File: src/rtl/s_cpu_pkg.sv
// Shared constants for the Simple CPU v1 control path: opcodes, ALU selects,
// MUX B selects, decode classes and the control FSM state encoding.
package s_cpu_pkg;

   localparam logic [3:0] OP_NOP  = 4'h0;
   localparam logic [3:0] OP_LDA  = 4'h1;
   localparam logic [3:0] OP_LDI  = 4'h2;
   localparam logic [3:0] OP_ADD  = 4'h3;
   localparam logic [3:0] OP_ADDI = 4'h4;
   localparam logic [3:0] OP_SUB  = 4'h5;
   localparam logic [3:0] OP_SUBI = 4'h6;
   localparam logic [3:0] OP_AND  = 4'h7;
   localparam logic [3:0] OP_ANDI = 4'h8;
   localparam logic [3:0] OP_STA  = 4'h9;
   localparam logic [3:0] OP_JMP  = 4'hA;
   localparam logic [3:0] OP_JZ   = 4'hB;
   localparam logic [3:0] OP_HLT  = 4'hF;

   localparam logic [1:0] ALU_PASSB = 2'b00;
   localparam logic [1:0] ALU_ADD   = 2'b01;
   localparam logic [1:0] ALU_SUB   = 2'b10;
   localparam logic [1:0] ALU_AND   = 2'b11;

   localparam logic MUXB_MEM = 1'b0;
   localparam logic MUXB_IR  = 1'b1;

   localparam logic [1:0] CLS_NONE = 2'd0;
   localparam logic [1:0] CLS_MEM  = 2'd1;
   localparam logic [1:0] CLS_IMM  = 2'd2;
   localparam logic [1:0] CLS_HALT = 2'd3;

   typedef enum logic [2:0] {
      ST_FETCH    = 3'd0,
      ST_DECODE   = 3'd1,
      ST_EXEC_MEM = 3'd2,
      ST_EXEC_IMM = 3'd3,
      ST_WB       = 3'd4,
      ST_HALT     = 3'd5
   } state_e;

endpackage

File: src/rtl/s_cpu_decode.sv
// Combinational opcode decoder: instruction class, ALU op and store/jump flags.
module s_cpu_decode
   import s_cpu_pkg::*;
#(
   parameter int OPW  = 4,
   parameter int ALUW = 2
) (
   input  logic [OPW-1:0]  op,
   output logic [1:0]      cls,
   output logic [ALUW-1:0] alu_op,
   output logic            is_store,
   output logic            is_jump,
   output logic            is_cond
);

   // Unlisted opcodes fall through to the defaults, i.e. behave as NOP.
   always_comb begin
      cls      = CLS_NONE;
      alu_op   = ALU_PASSB;
      is_store = 1'b0;
      is_jump  = 1'b0;
      is_cond  = 1'b0;
      case (op)
         OP_LDA:  cls = CLS_MEM;
         OP_ADD:  begin cls = CLS_MEM; alu_op = ALU_ADD; end
         OP_SUB:  begin cls = CLS_MEM; alu_op = ALU_SUB; end
         OP_AND:  begin cls = CLS_MEM; alu_op = ALU_AND; end
         OP_STA:  begin cls = CLS_MEM; is_store = 1'b1; end
         OP_LDI:  cls = CLS_IMM;
         OP_ADDI: begin cls = CLS_IMM; alu_op = ALU_ADD; end
         OP_SUBI: begin cls = CLS_IMM; alu_op = ALU_SUB; end
         OP_ANDI: begin cls = CLS_IMM; alu_op = ALU_AND; end
         OP_JMP:  is_jump = 1'b1;
         OP_JZ:   begin is_jump = 1'b1; is_cond = 1'b1; end
         OP_HLT:  cls = CLS_HALT;
         default: cls = CLS_NONE;
      endcase
   end

endmodule

File: src/rtl/s_cpu_ctrl.sv
// Multi-cycle fetch/decode/execute/writeback controller for Simple CPU v1.
// Optional S_CPU_CTRL_PERF_EN adds cycle and retired-instruction counters.
module s_cpu_ctrl
   import s_cpu_pkg::*;
#(
   parameter int OPW  = 4,
   parameter int ALUW = 2
) (
   input  logic            clk,
   input  logic            rst_n,
   input  logic [OPW-1:0]  ir_op,
   input  logic            acc_zero,
   input  logic            mem_ack,
   output logic            mem_req,
   output logic            mem_we,
   output logic            addr_sel,
   output logic            muxb,
   output logic            ir_ld,
   output logic            pc_inc,
   output logic            pc_ld,
   output logic            acc_ld,
   output logic [ALUW-1:0] alu_op,
   output logic            halted
`ifdef S_CPU_CTRL_PERF_EN
   ,
   output logic [15:0]     cyc_cnt,
   output logic [15:0]     ret_cnt
`endif
);

   state_e          state_q, state_d;
   logic [ALUW-1:0] opalu_q, opalu_d;
   logic            store_q, store_d;
   logic            mem_req_q, mem_we_q, addr_sel_q, muxb_q, acc_ld_q, halted_q;
   logic [ALUW-1:0] alu_q;

   logic [1:0]      dec_cls_s;
   logic [ALUW-1:0] dec_alu_s;
   logic            dec_store_s, dec_jump_s, dec_cond_s;
   logic            fetch_done_s;
   logic            exec_acc_s;

   s_cpu_decode #(.OPW(OPW), .ALUW(ALUW)) u_decode (
      .op       (ir_op),
      .cls      (dec_cls_s),
      .alu_op   (dec_alu_s),
      .is_store (dec_store_s),
      .is_jump  (dec_jump_s),
      .is_cond  (dec_cond_s)
   );

   // The fetch only completes once the registered request is actually out.
   assign fetch_done_s = (state_q == ST_FETCH) && mem_req_q && mem_ack;

   // Next-state logic; the instruction's ALU op and store flag are latched in DECODE.
   always_comb begin
      state_d = state_q;
      opalu_d = opalu_q;
      store_d = store_q;
      case (state_q)
         ST_FETCH: begin
            if (fetch_done_s) state_d = ST_DECODE;
            else              state_d = ST_FETCH;
         end
         ST_DECODE: begin
            opalu_d = dec_alu_s;
            store_d = dec_store_s;
            case (dec_cls_s)
               CLS_MEM:  state_d = ST_EXEC_MEM;
               CLS_IMM:  state_d = ST_EXEC_IMM;
               CLS_HALT: state_d = ST_HALT;
               default:  state_d = ST_FETCH;
            endcase
         end
         ST_EXEC_MEM: begin
            if (!mem_ack)     state_d = ST_EXEC_MEM;
            else if (store_q) state_d = ST_FETCH;
            else              state_d = ST_WB;
         end
         ST_EXEC_IMM: state_d = ST_FETCH;
         ST_WB:       state_d = ST_FETCH;
         ST_HALT:     state_d = ST_HALT;
         default:     state_d = ST_FETCH;
      endcase
   end

   assign exec_acc_s = (state_d == ST_EXEC_IMM) || (state_d == ST_WB);

   // State and output registers; outputs are derived from the next state so they track state_q.
   always_ff @(posedge clk or negedge rst_n) begin
      if (!rst_n) begin
         state_q    <= ST_FETCH;
         opalu_q    <= ALU_PASSB;
         store_q    <= 1'b0;
         mem_req_q  <= 1'b0;
         mem_we_q   <= 1'b0;
         addr_sel_q <= 1'b0;
         muxb_q     <= MUXB_MEM;
         acc_ld_q   <= 1'b0;
         alu_q      <= ALU_PASSB;
         halted_q   <= 1'b0;
      end else begin
         state_q    <= state_d;
         opalu_q    <= opalu_d;
         store_q    <= store_d;
         mem_req_q  <= (state_d == ST_FETCH) || (state_d == ST_EXEC_MEM);
         mem_we_q   <= (state_d == ST_EXEC_MEM) && store_d;
         addr_sel_q <= (state_d == ST_EXEC_MEM);
         muxb_q     <= (state_d == ST_EXEC_IMM) ? MUXB_IR : MUXB_MEM;
         acc_ld_q   <= exec_acc_s;
         alu_q      <= exec_acc_s ? opalu_d : ALU_PASSB;
         halted_q   <= (state_d == ST_HALT);
      end
   end

   assign mem_req  = mem_req_q;
   assign mem_we   = mem_we_q;
   assign addr_sel = addr_sel_q;
   assign muxb     = muxb_q;
   assign acc_ld   = acc_ld_q;
   assign alu_op   = alu_q;
   assign halted   = halted_q;
   // Single-cycle strobes qualified by the registered state, so never both PC controls at once.
   assign ir_ld    = fetch_done_s;
   assign pc_inc   = fetch_done_s;
   assign pc_ld    = (state_q == ST_DECODE) && dec_jump_s && (!dec_cond_s || acc_zero);

`ifdef S_CPU_CTRL_PERF_EN
   logic [15:0] cyc_q, ret_q;
   logic        retire_s;

   assign retire_s = (state_d == ST_FETCH) && (state_q != ST_FETCH) && (state_q != ST_HALT);

   // Free-running counters that stop once the CPU halts; both wrap naturally.
   always_ff @(posedge clk or negedge rst_n) begin
      if (!rst_n) begin
         cyc_q <= 16'd0;
         ret_q <= 16'd0;
      end else begin
         if (state_q != ST_HALT) cyc_q <= cyc_q + 16'd1;
         if (retire_s)           ret_q <= ret_q + 16'd1;
      end
   end

   assign cyc_cnt = cyc_q;
   assign ret_cnt = ret_q;
`endif

endmodule

File: config.mk
export PLATFORM = sky130hd
export DESIGN_NAME = s_cpu_ctrl
export DESIGN_NICKNAME = d
export VERILOG_FILES = /design/src/rtl/s_cpu_pkg.sv /design/src/rtl/s_cpu_decode.sv /design/src/rtl/s_cpu_ctrl.sv
export SDC_FILE = /design/constraint.sdc
export NUM_CORES = 1
export LEC_CHECK = 0
export ABC_AREA = 1
export BUFFER_PORTS_ARGS = -buffer_cell sky130_fd_sc_hd__buf_2
export CELL_PAD_IN_SITES_DETAIL_PLACEMENT = 1
export CELL_PAD_IN_SITES_GLOBAL_PLACEMENT = 1
export CORE_ASPECT_RATIO = 0.8
export CORE_MARGIN = 8
export CORE_UTILIZATION = 39
export DETAILED_ROUTE_END_ITERATION = 7
export PLACE_DENSITY_LB_ADDON = 0.1
export SETUP_SLACK_MARGIN = 0.05
export SYNTH_ARGS = -nofsm -noshare
export SYNTH_HDL_FRONTEND = slang
export SYNTH_SLANG_ARGS = --single-unit
File: constraint.sdc
create_clock -name clk -period 2.13 [get_ports clk]
set_clock_uncertainty 0.15 [all_clocks]
set_input_delay 0.426 -clock clk [delete_from_list [all_inputs] [get_ports clk]]
set_output_delay 0.426 -clock clk [all_outputs]
set_load 0.02 [all_outputs]
# Word-level counts from Yosys, hierarchy flattened
# Cells that the tools add are included.
dict set report op_classes {
  n_eq_ne 22
  muxes 14
  reduce_logical 17
}
# operator count
set ops {}
lappend ops {{$eq 4x4->1 const B} 5}
lappend ops {{$eq 4x3->1 const B} 4}
lappend ops {{$pmux 2 s3} 2}
lappend ops {{$pmux 3 s4} 1}
lappend ops {{$eq 3x2->1 const B} 3}
lappend ops {{$eq 3x3->1 const B} 3}
lappend ops {{$pmux 3 s3} 1}
lappend ops {{$eq 4x2->1 const B} 2}
lappend ops {{$reduce_or 2->1} 4}
lappend ops {{$logic_not 3->1} 2}
lappend ops {{$mux 1} 6}
lappend ops {{$mux 3} 2}
lappend ops {{$logic_and 1x1->1} 5}
lappend ops {{$reduce_or 5->1} 1}
lappend ops {{$eq 2x2->1 const B} 2}
lappend ops {{$eq 4x1->1 const B} 1}
lappend ops {{$mux 2} 2}
lappend ops {{$reduce_or 4->1} 1}
lappend ops {{$eq 3x1->1 const B} 1}
lappend ops {{$logic_or 1x1->1} 3}
lappend ops {{$eq 2x1->1 const B} 1}
lappend ops {{$logic_not 1->1} 1}
dict set report word_totals {
  reg_bits 14
  out_inout_bits 11
}

# Depth between registers and ports, before layout
dict set report depth {
  ltp_word 9
  mapped_depth 13
  depth_no_buf 13
}

# Hierarchy
# From an unflattened synthesis, not the netlist that was laid out.
dict set report hier_totals {
  cells_unflattened 101
  area_unflattened_um2 818.3
}
# module n_inst cells_each area_each_um2
set by_module_without_submodules {}
lappend by_module_without_submodules {s_cpu_ctrl 1 73 690.7}
lappend by_module_without_submodules {s_cpu_decode 1 28 127.6}

# Least setup slack after synthesis
# OpenSTA, ideal clock, no wires.
dict set report synth_timing {
  path_type {input port to flip-flop}
  from {input port ir_op[2]}
  to {register alu_q[0], in the netlist alu_op[0]}
  setup_time_ns 0.078
  t_arrival_ns 1.475
  required_time_ns 1.902
  setup_slack_ns 0.428
  path_stages 11
  path_cell_list {inv_1 > nand2_1 > inv_1 > o21ai_0 > ha_1 > nand4_1 > nand2_2 > inv_2 > nor2_4 > nand3_2 > a21oi_1}
}
dict set report synth_between {
  elab_chain_len 9
  elab_cells_between_ends 27
  classes_between {eq/ne: 15; mux: 6; reduce/logical: 6}
}
# element line_no
set synth_lines {}
lappend synth_lines {{from (decl)} s_cpu_ctrl.sv:11} ;# input logic [OPW-1:0] ir_op,
lappend synth_lines {{$eq 4x1->1, or another cell as far along} s_cpu_decode.sv:23} ;# case (op)
lappend synth_lines {{$reduce_or 5->1 (no source line) or $reduce_or 4->1 (tied branches)} -}
lappend synth_lines {{$pmux 2 s3 *} s_cpu_decode.sv:23}
lappend synth_lines {{$eq 2x2->1 or $eq 2x1->1 (tied branches)} s_cpu_ctrl.sv:68} ;# case (dec_cls_s)
lappend synth_lines {{$pmux 3 s3 *} s_cpu_ctrl.sv:68}
lappend synth_lines {{$pmux 3 s4 *} s_cpu_ctrl.sv:60} ;# case (state_q)
lappend synth_lines {{net state_d[1]} s_cpu_ctrl.sv:31} ;# state_e state_q, state_d;
lappend synth_lines {{$eq 3x2->1 or $eq 3x3->1 (tied branches)} s_cpu_ctrl.sv:87} ;# assign exec_acc_s = (state_d == ST_EXEC_IMM) || (state_d == ST_WB);
lappend synth_lines {{$logic_or 1x1->1 *} s_cpu_ctrl.sv:87}
lappend synth_lines {{$mux 2 *} s_cpu_ctrl.sv:111} ;# alu_q <= exec_acc_s ? opalu_d : ALU_PASSB;
lappend synth_lines {{to (signal assigned)} s_cpu_ctrl.sv:111}
lappend synth_lines {{to (decl)} s_cpu_ctrl.sv:35} ;# logic [ALUW-1:0] alu_q;
# The timed path passes the listed nets; every way through them passes the cells marked *.

# Worst setup path in the final report
dict set report layout_timing {
  from {register state_q[1]}
  to {output port pc_ld}
}
dict set report layout_between {
  elab_chain_len 3
}
# element line_no
set layout_lines {}
lappend layout_lines {{from (decl)} s_cpu_ctrl.sv:31}
lappend layout_lines {{from (signal assigned)} s_cpu_ctrl.sv:103} ;# state_q <= state_d;
lappend layout_lines {{$eq 3x1->1} s_cpu_ctrl.sv:126} ;# assign pc_ld = (state_q == ST_DECODE) && dec_jump_s && (!dec_cond_s || acc_zero);
lappend layout_lines {{$logic_and 1x1->1 (2 in a row)} s_cpu_ctrl.sv:126}
lappend layout_lines {{to (decl)} s_cpu_ctrl.sv:20} ;# output logic pc_ld,
# No other way between the ends.

==> reports/qor.yml <==
grt:
  gr-total-overflow: 0
  grt_use_total: 0.111
  grt_max_degree: 15
  first_global_vias: 710
  antenna_found_initial: 0
  grt_pass1_wl_mm: 3.08
floorplanning:
  die-height_um: 54.6
  initial_core_util: 0.398
  ios: 19
  die_w_um: 64.2
  dieArea_um2: 3510
  core-area_um2: 1820
  row_count: 14
route:
  routed_wl_mm: 1.85
  via_per_inst: 4.84
  first_iter_violations: 13
  via_count: 649
  drc_errors: 0
  ant_nets: 0
  firstDrtPassIters: 4
  wire_per_inst_um: 13.8
layout:
  num_antenna_cells: 0
  instances_no_fill: 134
  finalInstanceArea_um2: 878
  final_nets: 121
  seq_area_um2: 350
  multi_input_comb_area_um2: 308
  area_delta_synth_final_pct: 21.0
  layout-drive-gt1-share: 0.345
  fill_cells: 246
  layout_common_cells: "buf_2 (18), nand2_1 (16), dfrtp_1 (14)"
  layout_commonest_cell: "buf_2"
critical_path:
  rr_worst_depth: 7
  cp-end-kind: "output pin"
  worstPathArrival_ns: 1.40
  reg2reg_to: "alu_op[0]"
  timing.rr.start: "state_q[1]"
  crit_fanout: 5
  required_ns: 1.55
  rrSetupSlack_ns: 0.62
  critPathKind: "register to output pin"
  crit_path_start_kind: "register"
synthesis:
  synth_area_um2: 726
  ys_warn_count: 0
  yosysSeqAreaShare: 0.483
  synth_seq_cells: 14
  synth_cell_type_count: 21
  syn_avg_cell_area_um2: 8.25
  synthCells: 88
  synth_fp_nets: 97
pwr:
  power.density_nw_per_um2: 1160
  p_total_w: 0.00102
  leakage_nw: 0.513
  peakVddDrop_mv: 0.551
run:
  max_cap_viol_count: 0
sta:
  setup_slack_ns: 0.159
  worstMarginPinSlew_ns: 0.313
  grt_setup_unrepaired: "false"
  slew_headroom: 0.791
  clock.fmax_mhz: 507
  finalSetupTns_ns: 0
  finalHoldViolCount: 0
  period_needed_ns: 1.97
  finalSetupViolCount: 0
  final_max_slew_viol_count: 0
  min_period_over_period: 0.926
place:
  hpwl_mm: 1.52
  io_buffers: 18
  gp_congestion: 0.790
  place_ws_ns: 0.0737
  dp_cells: 130
  placed_cell_area_um2: 846
hold_path:
  whs_path_depth: 3
  hp-class: "primary input to register"
  min_from: "mem_ack"
  min_to: "state_q[2]"
clocking:
  clk_pin_slew_ns: 0.07
  cts.sinks: 14
  clock_latency_ns: 0.27
  clk_path_buf_depth: 2
  cts_tree: "built"
  cts_made_buffers: 3
  ctsRootBufferMaster: "clkbuf_4"
  postCtsSetupBuffers: 0
  htreeDepth: 1
run_status:
  status: "completed"
-- cells by family (layout without fill, tap and decap cells) --
kind of cell / after synthesis / after routing / share of synthesized area
buf+inv: 17 / 39 / 0.0931
fa+ha+maj: 1 / 1 / 0.0172
simple gates: 46 / 46 / 0.322
flops: 14 / 14 / 0.483
compound gates: 10 / 10 / 0.0845
-- cells in the mapped netlist --
| library cell | instances | area (um2) |
|---|---|---|
| o211ai_1 | 2 | 15.0 |
| nor2_4 | 1 | 11.3 |
| or2_1 | 1 | 6.26 |
| inv_2 | 4 | 15.0 |
| inv_1 | 12 | 45.0 |
| o2111a_1 | 1 | 11.3 |
| nand3_1 | 4 | 20.0 |
| nand2_1 | 16 | 60.1 |
| o21ai_0 | 3 | 15.0 |
| nor3_1 | 1 | 5.00 |
| nand4_1 | 2 | 12.5 |
| nand3b_1 | 1 | 7.51 |
| dfrtp_1 | 14 | 350 |
| ha_1 | 1 | 12.5 |
| nand3_2 | 1 | 10.0 |
| buf_4 | 1 | 7.51 |
| a21oi_1 | 4 | 20.0 |
| nand2_2 | 7 | 43.8 |
| nand2_4 | 1 | 11.3 |
| nor2_2 | 2 | 12.5 |
| nor2_1 | 9 | 33.8 |
-- what timing repair did --
item                                   CTS  global route
setup endpoints to repair                0             0
hold buffers                             1             0
endpoints found under the hold margin   14             0
resized for setup                        0             0
-- area by class of cell --
| class | count | area share |
|---|---|---|
| Timing Repair Buffer | 20 | 0.123 |
| Sequential cell | 14 | 0.399 |
| Inverter | 16 | 0.0684 |
| Tap cell | 24 | 0.0342 |
| Multi-Input combinational cell | 57 | 0.350 |
| Clock buffer | 3 | 0.0256 |
-- critical path: stages, from the launching register on --
cell and delay (ns):
dfrtp_1 0.44, inv_2 0.09, nand2_2 0.07, nor2_1 0.16, o2111a_1 0.20, buf_2 0.16
-- sequential cells by signal, indices dropped and copies added (netlist names) --
register	cells
opalu_q	2
store_q	1
state_q	3
alu_op	2
addr_sel	1
halted	1
mem_req	1
muxb	1
mem_we	1
acc_ld	1
-- per-stage QoR --
stage / hold WS (ns) / utilization
after global placement: 0.180 / 0.464
after CTS: 0.378 / 0.482
after floorplan: -0.0196 / -
final: 0.379 / 0.482
after global routing: 0.400 / 0.482
after detailed placement: 0.188 / 0.464
-- how the worst max path moves through the flow --
stage	from	to	slack, ns	cells after the start
6_report	state_q[1]	pc_ld	0.16	5
5_1_grt	state_q[1]	pc_ld	0.08	5
4_1_cts	state_q[1]	pc_ld	0.14	5
3_5_place_dp	ir_op[2]	alu_op[0]	0.07	12
3_3_place_gp	ir_op[1]	alu_op[0]	0.14	11
2_1_floorplan	ir_op[2]	alu_op[0]	0.43	11
-- power by group --
part / internal (W) / switching (W)
Sequential: 0.000348 / 0.0000494
Combinational: 0.000153 / 0.000323
Clock: 0.0000654 / 0.0000769
-- per-layer routing --
| metal | vias up | global-route usage | share of wire |
|---|---|---|---|
| met5 | - | 0 | 0 |
| met4 | 0 | 0.0433 | 0.0065 |
| met3 | 2 | 0.0429 | 0.086 |
| met2 | 15 | 0.206 | 0.50 |
| met1 | 308 | 0.114 | 0.40 |
| li1 | 324 | - | - |
Note: power is estimated with default switching activity, not from simulation.
